==> src/rtl/pslip_in_port.sv <==
// Input-port side of the pSLIP scheduler: per-destination VOQs of priorities,
// head-priority requests per output, and a priority/round-robin grant accept.
module pslip_in_port #(
    parameter int unsigned N     = 4,
    parameter int unsigned P     = 16,
    parameter int unsigned DEPTH = 4
) (
    input  logic                 clk,
    input  logic                 rst,
    input  logic                 enq_valid,
    input  logic [$clog2(N)-1:0] enq_dest,
    input  logic [$clog2(P)-1:0] enq_pri,
    output logic                 enq_ready,
    output logic [$clog2(P)-1:0] req_pri [0:N-1],
    input  logic                 gnt_valid,
    input  logic [N-1:0]         gnt,
    output logic                 acc_valid,
    output logic [$clog2(N)-1:0] acc_dest,
    output logic [$clog2(P)-1:0] acc_pri
);

    localparam int unsigned DW = $clog2(N);
    localparam int unsigned PW = $clog2(P);
    localparam int unsigned AW = $clog2(DEPTH);
    localparam int unsigned CW = AW + 1;

    typedef enum logic [1:0] {StIdle, StReq, StAcc} state_t;

    state_t state, state_d;

    logic [PW-1:0] mem    [N][DEPTH];
    logic [AW-1:0] wr_ptr [N];
    logic [AW-1:0] rd_ptr [N];
    logic [CW-1:0] count  [N];
    logic [PW-1:0] head   [N];

    logic [N-1:0]  nonempty;
    logic [N-1:0]  last_one;
    logic [N-1:0]  enq_hit;
    logic [N-1:0]  deq_hit;
    logic [N-1:0]  eff;
    logic          enq_fire;
    logic          any_after;
    logic [PW-1:0] enq_pri_st;
    logic [DW-1:0] acc_ptr;

    logic          sel_found;
    logic [DW-1:0] sel_dest;
    logic [PW-1:0] sel_pri;
    logic [DW-1:0] scan_idx;

    assign enq_ready  = (count[enq_dest] != CW'(DEPTH));
    assign enq_fire   = enq_valid && enq_ready;
    assign enq_pri_st = (enq_pri == '0) ? PW'(1) : enq_pri;
    assign eff        = gnt & nonempty;

    always_comb begin
        nonempty = '0;
        last_one = '0;
        enq_hit  = '0;
        deq_hit  = '0;
        for (int j = 0; j < N; j++) begin
            head[j]     = mem[j][rd_ptr[j]];
            nonempty[j] = (count[j] != '0);
            last_one[j] = (count[j] == CW'(1));
            enq_hit[j]  = enq_fire && (enq_dest == DW'(j));
            deq_hit[j]  = (state == StAcc) && (acc_dest == DW'(j));
            req_pri[j]  = (state == StReq && nonempty[j]) ? head[j] : '0;
        end
        // A VOQ draining its last entry only stays requestable if refilled now.
        any_after = (|(nonempty & ~(deq_hit & last_one))) || enq_fire;
    end

    // Strict '>' keeps the earliest candidate from acc_ptr on equal priority.
    always_comb begin
        sel_found = 1'b0;
        sel_dest  = '0;
        sel_pri   = '0;
        scan_idx  = '0;
        for (int k = 0; k < N; k++) begin
            scan_idx = acc_ptr + DW'(k);
            if (eff[scan_idx] && (!sel_found || head[scan_idx] > sel_pri)) begin
                sel_found = 1'b1;
                sel_dest  = scan_idx;
                sel_pri   = head[scan_idx];
            end
        end
    end

    always_comb begin
        state_d = state;
        case (state)
            StIdle:  if (|nonempty || enq_fire) state_d = StReq;
            StReq:   if (gnt_valid && |eff) state_d = StAcc;
            StAcc:   state_d = any_after ? StReq : StIdle;
            default: state_d = StIdle;
        endcase
    end

    always_ff @(posedge clk) begin
        if (rst) begin
            state     <= StIdle;
            acc_ptr   <= '0;
            acc_valid <= 1'b0;
            acc_dest  <= '0;
            acc_pri   <= '0;
            for (int j = 0; j < N; j++) begin
                wr_ptr[j] <= '0;
                rd_ptr[j] <= '0;
                count[j]  <= '0;
            end
        end else begin
            state     <= state_d;
            acc_valid <= (state_d == StAcc);
            if (state == StReq && state_d == StAcc) begin
                acc_dest <= sel_dest;
                acc_pri  <= sel_pri;
            end
            if (state == StAcc) begin
                acc_ptr <= acc_dest + DW'(1);
            end
            for (int j = 0; j < N; j++) begin
                if (enq_hit[j]) wr_ptr[j] <= wr_ptr[j] + AW'(1);
                if (deq_hit[j]) rd_ptr[j] <= rd_ptr[j] + AW'(1);
                case ({enq_hit[j], deq_hit[j]})
                    2'b10:   count[j] <= count[j] + CW'(1);
                    2'b01:   count[j] <= count[j] - CW'(1);
                    default: count[j] <= count[j];
                endcase
            end
        end
    end

    always_ff @(posedge clk) begin
        if (enq_fire) begin
            mem[enq_dest][wr_ptr[enq_dest]] <= enq_pri_st;
        end
    end

endmodule

==> config.mk <==
export PLATFORM = sky130hd
export DESIGN_NAME = pslip_in_port
export DESIGN_NICKNAME = d
export VERILOG_FILES = /design/src/rtl/pslip_in_port.sv
export SDC_FILE = /design/constraint.sdc
export NUM_CORES = 1
export LEC_CHECK = 0
export CELL_PAD_IN_SITES_DETAIL_PLACEMENT = 1
export CELL_PAD_IN_SITES_GLOBAL_PLACEMENT = 1
export CORE_MARGIN = 2
export CORE_UTILIZATION = 31
export CTS_CLUSTER_DIAMETER = 100
export CTS_CLUSTER_SIZE = 25
export DETAILED_ROUTE_END_ITERATION = 12
export PLACE_DENSITY_LB_ADDON = 0.1
export SLEW_MARGIN = 40
export SYNTH_ARGS = -nofsm -noshare
export SYNTH_HDL_FRONTEND = slang
export SYNTH_SLANG_ARGS = --single-unit
==> constraint.sdc <==
create_clock -name clk -period 9.65 [get_ports clk]
set_clock_uncertainty 0.05 [all_clocks]
set_input_delay 1.93 -clock clk [delete_from_list [all_inputs] [get_ports clk]]
set_output_delay 1.93 -clock clk [all_outputs]
set_load 0.02 [all_outputs]
=== Yosys cells after proc, flatten, opt, wreduce, memory -nomap -nowiden ===
Memory sizes are Yosys's and may differ from the RTL's.
Cells that the tools add are included.

* Latch bits: 0
* Register bits after elaboration: 11
* Memory bits (read-only): 0
* Memories kept: 4
* Word-level logic and storage cells: 281
* Input port bits: 14
* Memory bits (writable): 92
* Output and inout port bits: 24

* Shifts and indexed selects: 0
* Equal/unequal tests: 22
* Add/subtract/negate cells: 20
* Multiplexer cells: 138
* Bitwise gates (word level): 33
* Reductions and logical operators: 42
* Div/mod/pow operators: 0
* $lt $le $gt $ge: 17
* Multiply operators: 0

{| class="wikitable"
|+ Memory list
! memory !! depth !! width !! read ports !! clocked after Yosys merged registers in !! wr ports !! RTL line !! text
|-
| mem || 4 || 16 || 4 || 0 || 1 || 31 || <nowiki>logic [PW-1:0] mem [N][DEPTH];</nowiki>
|-
| count || 4 || 3 || 5 || 0 || 4 || 34 || <nowiki>logic [CW-1:0] count [N];</nowiki>
|-
| rd_ptr || 4 || 2 || 4 || 0 || 4 || 33 || <nowiki>logic [AW-1:0] rd_ptr [N];</nowiki>
|-
| wr_ptr || 4 || 2 || 5 || 0 || 4 || 32 || <nowiki>logic [AW-1:0] wr_ptr [N];</nowiki>
|}

{| class="wikitable"
|+ Operators by type and width
! kind !! number
|-
| 4-bit 2-to-1 mux || 26
|-
| 1-bit 2-to-1 mux || 71
|-
| 4-bit binary-select mux with 2-bit select || 8
|-
| 3-bit 2-to-1 mux || 12
|-
| 2-bit 2-to-1 mux || 14
|-
| 3-bit >= comparator, second input constant || 9
|-
| 2-bit inverter with 3-bit output || 9
|-
| 2-bit by 1-bit adder with 2-bit output, second input constant || 10
|-
| 2-bit == test, second input constant || 10
|-
| 1-bit OR || 20
|-
| 1-bit logical AND || 19
|-
| 16-bit 2-to-1 mux || 1
|-
| 2-bit by 1-bit == test with 1-bit output, second input constant || 7
|-
| 3-bit by 1-bit adder with 3-bit output, second input constant || 4
|-
| 4-bit bitwise AND || 3
|-
| 3-bit by 1-bit == test with 1-bit output, second input constant || 4
|-
| 4-bit greater-than comparator || 3
|-
| 2-bit by 3-bit < comparator with 1-bit output, second input constant || 4
|-
| 3-bit nonzero test || 4
|-
| 4-bit OR reduction || 3
|-
| 3-bit by 1-bit subtractor with 3-bit output, second input constant || 4
|-
| 1-bit binary-select mux with 2-bit select || 4
|-
| 4-bit demux with 2-bit select || 1
|-
| 2-bit OR reduction || 4
|-
| 9 further kinds || 18
|}

=== Depth between registers and ports, before layout ===
* Word-level depth: 20
* Gate-level depth with buffers: 32
* Mapped depth without buffers: 32

=== Least setup slack after synthesis ===
OpenSTA, ideal clock, no wires.

* Path type: input port to flip-flop
* Start point: input port gnt[3]
* End point: register acc_dest[0]
* Setup time: 0.087 ns
* Required time: 9.513 ns
* Slack: 2.102 ns
* Path buffers: 0
* Arrival time: 7.411 ns
* Stages: 27
* Cells stage by stage: and2_1 > a221oi_1 > o21ba_2 > nand2_1 > ha_1 > nor2b_1 > o21a_1 > o31ai_1 > a21oi_1 > o21a_1 > ha_1 > a21oi_1 > o21ba_4 > a2111oi_4 > o32ai_4 > mux2_4 > ha_1 > nor2b_1 > o21ai_0 > nand2b_1 > a21oi_1 > a41oi_1 > a21oi_1 > a211oi_1 > inv_1 > o2111a_1 > o31ai_1

* Cells in the longest elaborated chain, start to end: 16

{| class="wikitable"
|+ RTL lines
! item !! RTL line !! text
|-
| start: declaration || 16 || <nowiki>input logic [N-1:0] gnt,</nowiki>
|-
| 4-bit bitwise AND (*) || 55 || <nowiki>assign eff = gnt & nonempty;</nowiki>
|-
| 1-bit binary-select mux with 2-bit select || 82 || <nowiki>if (eff[scan_idx] && (!sel_found || head[scan_idx] > sel_pri)) begin</nowiki>
|-
| 1-bit 2-to-1 mux (not written as such) || 82 ||
|-
| 4-bit 2-to-1 mux or 1-bit 2-to-1 mux (tied branches) || 82 ||
|-
| 4-bit greater-than comparator or 1-bit logical NOT (tied branches) || 82 ||
|-
| 1-bit logical OR || 82 ||
|-
| 1-bit logical AND || 82 ||
|-
| 4-bit 2-to-1 mux or 1-bit 2-to-1 mux (tied branches) || 82 ||
|-
| 4-bit greater-than comparator or 1-bit logical NOT (tied branches) || 82 ||
|-
| 1-bit logical OR || 82 ||
|-
| 1-bit logical AND || 82 ||
|-
| 4-bit 2-to-1 mux or 1-bit 2-to-1 mux (tied branches) || 82 ||
|-
| 4-bit greater-than comparator or 1-bit logical NOT (tied branches) || 82 ||
|-
| 1-bit logical OR || 82 ||
|-
| 1-bit logical AND || 82 ||
|-
| 2-bit 2-to-1 mux || 82 ||
|-
| end signal: assignment || 116 || <nowiki>acc_dest <= sel_dest;</nowiki>
|-
| end: declaration || 18 || <nowiki>output logic [$clog2(N)-1:0] acc_dest,</nowiki>
|}

Every way passes the cells marked *; elsewhere a longest branch is shown, timed or not. The select of a mux whose other input is x is not followed.
A chain may end at the register's enable or synchronous reset.

=== Worst setup path in the final report ===
* Start point: input port gnt[0]
* End point: register acc_dest[0]

Same word-level chain as after synthesis.

==> results.yml <==
yosys:
  yosys.area.top_type: "edfxtp_1"
  yosys.cell_types.count: 61
  synth.yosys.seq_area_share: 0.481
  yosysWarnings: 0
  synth_edf_count: 92
  avgSynthCellArea_um2: 11.6
  synth_nets: 587
  synth_most_common_cell: "edfxtp_1"
  synth_common_cells: "92 x edfxtp_1, 43 x nand2_1, 40 x nor2_1"
  synth_ff_type: "edfxtp_1"
  yosys.area.top_type_share: 0.445
  synthArstFlopShare: 0
  ys_seq_elements: 103
  synth_area_mm2: 0.00620
  netlist_instances: 534
  ys_top_cells_by_area: "edfxtp_1 45%, ha_1 7.9%, mux4_2 4.7%"
cts:
  clk_pin_slew_ns: 0.07
  clock_path_buffers: 2
  clk-insertion-delay-late_ns: 0.35
  cts.root.buffer_cell: "clkbuf_16"
  postCtsSetupBuffers: 0
  cts_hold_buf: 0
  cts.repair.resized: 0
  h-tree-depth: 3
  cts_tree: "yes"
  cts_made_buffers: 9
  cts.sink_count: 103
power_and_ir_drop:
  ir_worst_vdd_v: 0.000105
  p_leak_uw: 0.00253
  power_density_mw_per_mm2: 160
worst_setup_path:
  cp-end-kind: "flop"
  cp_top_family: "compound AO/OA/AOI/OAI gates"
  slowest_stage: "clkdlybuf4s50_1"
  cp.arrival_ns: 8.55
  worstRegToRegCells: 31
  cp_common_cell: "a21oi_1"
  crit_required_ns: 9.86
  worstSetupStartpointType: "primary input"
  r2r_slack_ns: 2.30
  r2r_start: "count[2][0]"
  startpoint: "gnt[0]"
  critical-path-max-stage-delay_ns: 0.51
  cp.buffers_inverters: 3
  r2r-end: "acc_dest[0]"
  critPathMaxFanout: 7
  critPathKind: "in2reg"
route:
  drtAntennaViolNets: 0
  wl_per_cell_um: 20.2
  vias: 4199
  avgViaCountPerCell: 5.07
  drc: 0
  wl_mm: 16.7
  drtPass1Iterations: 4
  dr.first_iter.drc_count: 204
floorplan:
  pin_count: 38
  die_area_mm2: 0.0212
  row_count: 51
  start_util: 0.318
  die_y_um: 145
  core_mm2: 0.0195
  die_w_um: 145
global_routing:
  grt_max_degree: 50
  track_usage: 0.164
  grt_overflow: 0
  antenna_found_initial: 0
  grt_pass1_vias: 4497
  grt_pass1_wl_mm: 26.7
placement:
  port_buffers: 37
  dp_hpwl_mm: 12.8
  pre_cts_slack_ns: 0.726
  dp_cells: 813
  gp_congestion: 0.825
layout:
  drive_gt1_frac: 0.0975
  antenna_cells: 0
  final_cells: 829
  fin_nets: 612
  area_growth_pct: 15.2
min_path:
  hp-start: "state[1]"
  hold-path-endpoint: "state[0]"
  whs_path_depth: 2
  hold_class: "reg2reg"
sta:
  hold_viol_final: 0
  fmax_mhz: 120
  min_period_over_period: 0.864
  slew_headroom: 0.531
  tightestPinTransition_ns: 0.701
  final_max_slew_viol_count: 0
  min_period_ns: 8.34
  finalSetupTns_ns: 0
  rsz0062_at_grt: "no"
  setup_ws_ns: 1.31
  finalSetupViolCount: 0
outcome:
  status: "finished clean"
job:
  drv_cap: 0
-- registers in the layout (all words and copies together) (netlist names) --
| name | count |
|---|---|
| acc_pri | 4 |
| rd_ptr | 8 |
| mem | 64 |
| acc_dest | 2 |
| count | 12 |
| state | 2 |
| acc_ptr | 2 |
| acc_valid | 1 |
| wr_ptr | 8 |
-- layer usage --
| layer | global-route usage | wire [um] |
|---|---|---|
| met5 | 0 | 0 |
| met4 | 0.0426 | 226 |
| met3 | 0.0295 | 415 |
| met2 | 0.270 | 8030 |
| met1 | 0.225 | 8050 |
-- cells in the final DEF, fill, tap and decap left out, types with 3 or more instances in the layout --
master,Yosys,final
o21bai_1,6,6
a211oi_1,6,5
a31oi_1,8,8
edfxtp_1,92,92
a221oi_1,3,3
mux2_2,3,3
nor3_1,31,31
o21a_1,5,5
dfxtp_1,11,11
xnor2_1,9,9
o211ai_1,3,3
clkbuf_16,0,9
a21oi_1,18,18
o21ai_0,11,11
and2_1,17,17
mux4_1,6,6
clkdlybuf4s50_1,0,37
nand4_1,5,5
nor2b_1,15,15
nand2b_1,20,20
mux2i_1,21,21
buf_4,1,4
nor2_1,40,40
ha_1,39,39
nor3b_1,4,4
nor4_2,1,4
inv_1,28,28
a41oi_1,4,4
inv_8,0,3
nand2_1,43,43
or2_2,4,4
mux4_2,13,13
xor2_1,3,3
-- cell type report --
| type | instances | area (um^2) |
|---|---|---|
| fillers | 2134 | 12400 |
| multi-input cells | 376 | 3020 |
| flip-flops and latches | 103 | 2980 |
| repair buffers | 41 | 400 |
| well taps | 265 | 332 |
| clock buffers | 9 | 225 |
| inverters | 28 | 105 |
| clock inverters | 7 | 83.8 |
-- through the flow --
step	util	area (um^2)	hold WS [ns]	total power (uW)
2_1_floorplan	-	6200	0.460	689
3_3_place_gp	0.349	6810	0.494	761
3_5_place_dp	0.349	6820	0.512	769
4_1_cts	0.365	7130	0.517	1150
5_1_grt	0.366	7140	0.595	1190
6_report	0.366	7140	0.527	1140
-- kinds of logic (layout without fill, tap and decap cells) --
kind of cell / Yosys count / in the layout / share of synthesized area
AO/OA/AOI/OAI: 89 / 89 / 0.114
XOR/XNOR: 12 / 12 / 0.0169
buffers and inverters: 55 / 85 / 0.0377
AND/OR/NAND/NOR: 192 / 192 / 0.157
flip-flops: 103 / 103 / 0.481
multiplexers: 44 / 44 / 0.114
adder cells (fa/ha/maj): 39 / 39 / 0.0787
-- tightest hold or removal path, cell delays in order, from the launching register on --
cell and delay, ns:
dfxtp_1 0.35, a21oi_1 0.14, nor2_1 0.05
-- report_power, final --
part | internal (uW) | switching, uW | total (uW)
Sequential | 501 | 14.1 | 515
Combinational | 99.2 | 145 | 244
Clock | 207 | 175 | 382
-- how the worst max path moves through the flow --
| stage | end | depth (start not counted) | slack, ns |
|---|---|---|---|
| after detailed placement | acc_dest[0] | 28 | 0.73 |
| after floorplan | acc_dest[0] | 27 | 2.10 |
| after global routing | acc_dest[0] | 29 | 0.75 |
| after CTS | acc_dest[0] | 28 | 1.06 |
| after global placement | acc_dest[0] | 28 | 1.12 |
| final | acc_dest[0] | 28 | 1.31 |
(Power assumes the default switching activity.)
==> RTL change 1: new RTL, same settings <==
Change the parameter `N` from 4 to 8.
--- a/src/rtl/pslip_in_port.sv
+++ b/src/rtl/pslip_in_port.sv
@@ -1,7 +1,7 @@
 // Input-port side of the pSLIP scheduler: per-destination VOQs of priorities,
 // head-priority requests per output, and a priority/round-robin grant accept.
 module pslip_in_port #(
-    parameter int unsigned N     = 4,
+    parameter int unsigned N     = 8,
     parameter int unsigned P     = 16,
     parameter int unsigned DEPTH = 4
 ) (
Interface: changed (resized acc_dest, enq_dest, gnt and req_pri); port bits go from 38 to 60. The function was not compared with the original's and may differ.
==> RTL change 1 against the unedited design <==
  * The flow now finishes with violations (setup timing)
  * Via count grew to 2.8 times the old value
  * First-iteration DRC count grew to 3.7 times the old value
  * Final cell count increased to 2.7 times the old value
  * Cell area grew to 2.6 times the old value
  * Clock power rose by 96%
  * Sequential cell count increased by 94
  * Core utilization rose by 5.9 points
  * Die area up 120%
  * Power rose to 3.0 times the old value
  * Wire length rose to 3.2 times the old value
  * Synthesized area is 120% higher
  * Worst setup slack got worse by 4.2 ns
  * Global-route usage grew 7.1 points
==> RTL change 1: results (changes against the unedited design) <==
{
  "run_status": {"value": "complete, but fails checks", "change": "was finished clean"},
  "failing_checks": "setup timing",
  "post_synth_inst_count": {"value": 1287, "change": "was 534"},
  "globalRouteMet2Util": {"value": 40.94, "unit": "%", "change": "was 26.99%"},
  "syn_nets": {"value": 1390, "change": "was 587"},
  "postCtsResizedCells": {"value": 64, "change": "was 0"},
  "wl_met2": {"value": 26.84, "unit": "mm", "change": "was 8.032 mm"},
  "drt_iter0_markers": {"value": 748, "change": "was 204"},
  "stdcell_count": {"value": 2272, "change": "was 829"},
  "hold_ws": {"value": 0.4819, "unit": "ns", "change": "was 0.5269 ns"},
  "number_of_different_library_cells_in_the_post_synthesis_netlist": {"value": 85, "change": "was 61"},
  "peakVddDrop": {"value": 197.4, "unit": "uV", "change": "was 104.7 uV"},
  "number_of_flip_flops_under_the_largest_register_name": {"value": 128, "change": "was 64"},
  "synth-edff-count": {"value": 184, "change": "was 92"},
  "setup-violations-final": {"value": 7, "change": "was 0"},
  "postLayoutCellArea": {"value": 18700, "unit": "sq um", "change": "was 7144 sq um"},
  "drt-vias-per-instance": {"value": 5.240, "change": "was 5.065"},
  "seq_area_frac_synth": {"value": 42.03, "unit": "%", "change": "was 48.09%"},
  "portBuffers": {"value": 59, "change": "was 37"},
  "cell_internal_power_dissipation": {"value": 2.219, "unit": "mW", "change": "was 0.8069 mW"},
  "dpl.hpwl": {"value": 42.98, "unit": "mm", "change": "was 12.84 mm"},
  "first_pass_iters": {"value": 5, "change": "was 4"},
  "cpPeakStageDelay": {"value": 0.36, "unit": "ns", "change": "was 0.51 ns"},
  "finalNetCount": {"value": 1769, "change": "was 612"},
  "use_met1": {"value": 30.52, "unit": "%", "change": "was 22.47%"},
  "synth_compound_area_share": {"value": 11.74, "unit": "%", "change": "was 11.40%"},
  "worst_case_setup_margin_in_the_final_layout": {"value": -2.925, "unit": "ns", "change": "was 1.313 ns"}
}
[RTL change 1: worst max path at each step]
stage,slack (ns),endpoint
global placement,-3.82,acc_pri[2]$_SDFFE_PP0P_
floorplan,-3.22,acc_dest[0]$_SDFFE_PP0P_
finish,-2.93,acc_pri[1]$_SDFFE_PP0P_
detailed placement,-4.18,acc_pri[2]$_SDFFE_PP0P_
CTS,-2.79,acc_pri[1]$_SDFFE_PP0P_
global route,-3.45,acc_pri[1]$_SDFFE_PP0P_
[RTL change 1: area by class of cell]
type                    count  area (sq um)
multi-input cells         957          7843
diodes                      1         2.502
repair buffers            437          3492
clock buffers              17         425.4
clock inverters            15         197.7
inverters                  56         210.2
well taps                 592         740.7
flip-flops and latches    197          5788
fillers                  4865         25330
[RTL change 1: worst min-delay path: stages (launching register included)]
cell and delay, ns:
sky130_fd_sc_hd__dfxtp_1 0.36, sky130_fd_sc_hd__a31oi_1 0.08, sky130_fd_sc_hd__nand2_1 0.06
==> RTL change 2: new RTL, config.mk and constraints unchanged <==
Without the edit above. Re-encode `state_t` (3 states) as one-hot, 3 bits wide.
--- a/src/rtl/pslip_in_port.sv
+++ b/src/rtl/pslip_in_port.sv
@@ -24,7 +24,7 @@
     localparam int unsigned AW = $clog2(DEPTH);
     localparam int unsigned CW = AW + 1;
 
-    typedef enum logic [1:0] {StIdle, StReq, StAcc} state_t;
+    typedef enum logic [2:0] {StIdle = 3'b001, StReq = 3'b010, StAcc = 3'b100} state_t;
 
     state_t state, state_d;
 
Function: same outputs for any inputs over 4 cycles, from zero or initial values and one cycle with rst high; so few cycles prove little.
==> RTL change 2 against the unedited design <==
  * Cell area fell by 0.19%
  * Core utilization decreased by 0.19 points
  * Wire length rose by 3.3%
  * Sequential cell count increased by 1
  * Critical path depth up 1
  * Sequential share of layout area rose by 0.36 points
  * Worst setup slack improved by 0.0078 ns
  * Fmax about the same
  * Power is 6.3% lower
  * Sequential power about the same
  * Synthesized area rose by 0.22%
==> RTL change 2: results (changes against the unedited design) <==
{
  "run_status": {"value": "finished clean", "change": "unchanged"},
  "seq_area_frac_synth": {"value": 48.31, "unit": "%", "change": "was 48.09%"},
  "peakVddDrop": {"value": 89.23, "unit": "uV", "change": "was 104.7 uV"},
  "cell_internal_power_dissipation": {"value": 0.7568, "unit": "mW", "change": "was 0.8069 mW"},
  "use_met1": {"value": 21.90, "unit": "%", "change": "was 22.47%"},
  "syn_nets": {"value": 617, "change": "was 587"},
  "cpPeakStageDelay": {"value": 0.54, "unit": "ns", "change": "was 0.51 ns"},
  "dpl-instance-area": {"value": 6819, "unit": "sq um", "change": "was 6824 sq um"},
  "worst-r2r-setup-slack": {"value": 2.50, "unit": "ns", "change": "was 2.30 ns"},
  "globalRouteMet2Util": {"value": 29.38, "unit": "%", "change": "was 26.99%"},
  "synth_compound_area_share": {"value": 10.95, "unit": "%", "change": "was 11.40%"},
  "stdcell_count": {"value": 860, "change": "was 829"},
  "critPathMaxFanout": {"value": 6, "change": "was 7"},
  "finalNetCount": {"value": 643, "change": "was 612"},
  "holdCritStartpoint": {"value": "state[2]$_SDFF_PP0_", "change": "was state[1]$_SDFF_PP0_"},
  "path_clk_slew": {"value": 0.09, "unit": "ns", "change": "was 0.07 ns"},
  "grt_start_max_net_pins": {"value": 52, "change": "was 50"},
  "hold_ws": {"value": 0.4961, "unit": "ns", "change": "was 0.5269 ns"},
  "critical_register_to_register_path_startpoint": {"value": "rd_ptr[0][0]$_SDFFCE_PN0P_", "change": "was count[2][0]$_SDFFCE_PP0P_"},
  "post_synth_mux_area_share": {"value": 10.81, "unit": "%", "change": "was 11.44%"},
  "postRouteWirelength": {"value": 17.28, "unit": "mm", "change": "was 16.73 mm"},
  "placed_cells_incl_taps": {"value": 844, "change": "was 813"},
  "p_leak": {"value": 2.587, "unit": "nW", "change": "was 2.528 nW"},
  "drt_iter0_markers": {"value": 230, "change": "was 204"},
  "dpl.hpwl": {"value": 13.41, "unit": "mm", "change": "was 12.84 mm"},
  "worst_path_max_delay_cell": {"value": "sky130_fd_sc_hd__o21ai_0", "change": "was sky130_fd_sc_hd__clkdlybuf4s50_1"},
  "gr-usage-met3": {"value": 3.103, "unit": "%", "change": "was 2.947%"},
  "synth.top_cells.by_area": {"value": "sky130_fd_sc_hd__edfxtp_1 44%, sky130_fd_sc_hd__ha_1 7.9%, sky130_fd_sc_hd__mux4_2 5.1%, sky130_fd_sc_hd__dfxtp_1 3.9%, sky130_fd_sc_hd__nor2_1 3.5%", "change": "was sky130_fd_sc_hd__edfxtp_1 45%, sky130_fd_sc_hd__ha_1 7.9%, sky130_fd_sc_hd__mux4_2 4.7%, sky130_fd_sc_hd__dfxtp_1 3.6%, sky130_fd_sc_hd__mux2i_1 3.4%"},
  "post_route_cells_drive_above_1_share": {"value": 9.076, "unit": "%", "change": "was 9.752%"}
}
==> RTL change 2: changes by cell type after synthesis, moves of 3 or more <==
cell,before,now
sky130_fd_sc_hd__o21ai_0,11,28
sky130_fd_sc_hd__clkbuf_1,20,15
sky130_fd_sc_hd__inv_1,28,31
sky130_fd_sc_hd__nor4_1,5,1
sky130_fd_sc_hd__nor2_1,40,58
sky130_fd_sc_hd__nand2_1,43,55
sky130_fd_sc_hd__mux2i_1,21,18
sky130_fd_sc_hd__o21a_1,5,2
sky130_fd_sc_hd__a31oi_1,8,5
==> RTL change 2: power groups by stage <==
stage / logic (mW) / registers (mW) / clock network, mW
after floorplan: 0.116 / 0.521 / 0
after global placement: 0.162 / 0.526 / 0
after detailed placement: 0.168 / 0.527 / 0
after CTS: 0.169 / 0.517 / 0.399
after global routing: 0.187 / 0.519 / 0.413
final: 0.167 / 0.516 / 0.386
==> RTL change 2: how the worst max path moves through the flow <==
stage           start                       end  slack (ns)  depth (start not counted)
6_report       gnt[0]  acc_dest[0]$_SDFFE_PP0P_        1.32                         29
3_3_place_gp   gnt[0]  acc_dest[0]$_SDFFE_PP0P_        1.43                         29
4_1_cts        gnt[0]  acc_dest[0]$_SDFFE_PP0P_        1.38                         29
5_1_grt        gnt[0]  acc_dest[0]$_SDFFE_PP0P_        0.68                         29
3_5_place_dp   gnt[0]  acc_dest[0]$_SDFFE_PP0P_        0.98                         29
2_1_floorplan  gnt[0]  acc_dest[0]$_SDFFE_PP0P_        2.52                         28
==> RTL change 2: cell type report <==
class,instances,area (sq um)
Clock buffer,9,225.2
Clock inverter,7,81.33
Fill cell,2158,12460
Inverter,32,120.1
Multi-Input combinational cell,403,2979
Sequential cell,104,3003
Tap cell,265,331.6
Timing Repair Buffer,40,390.4
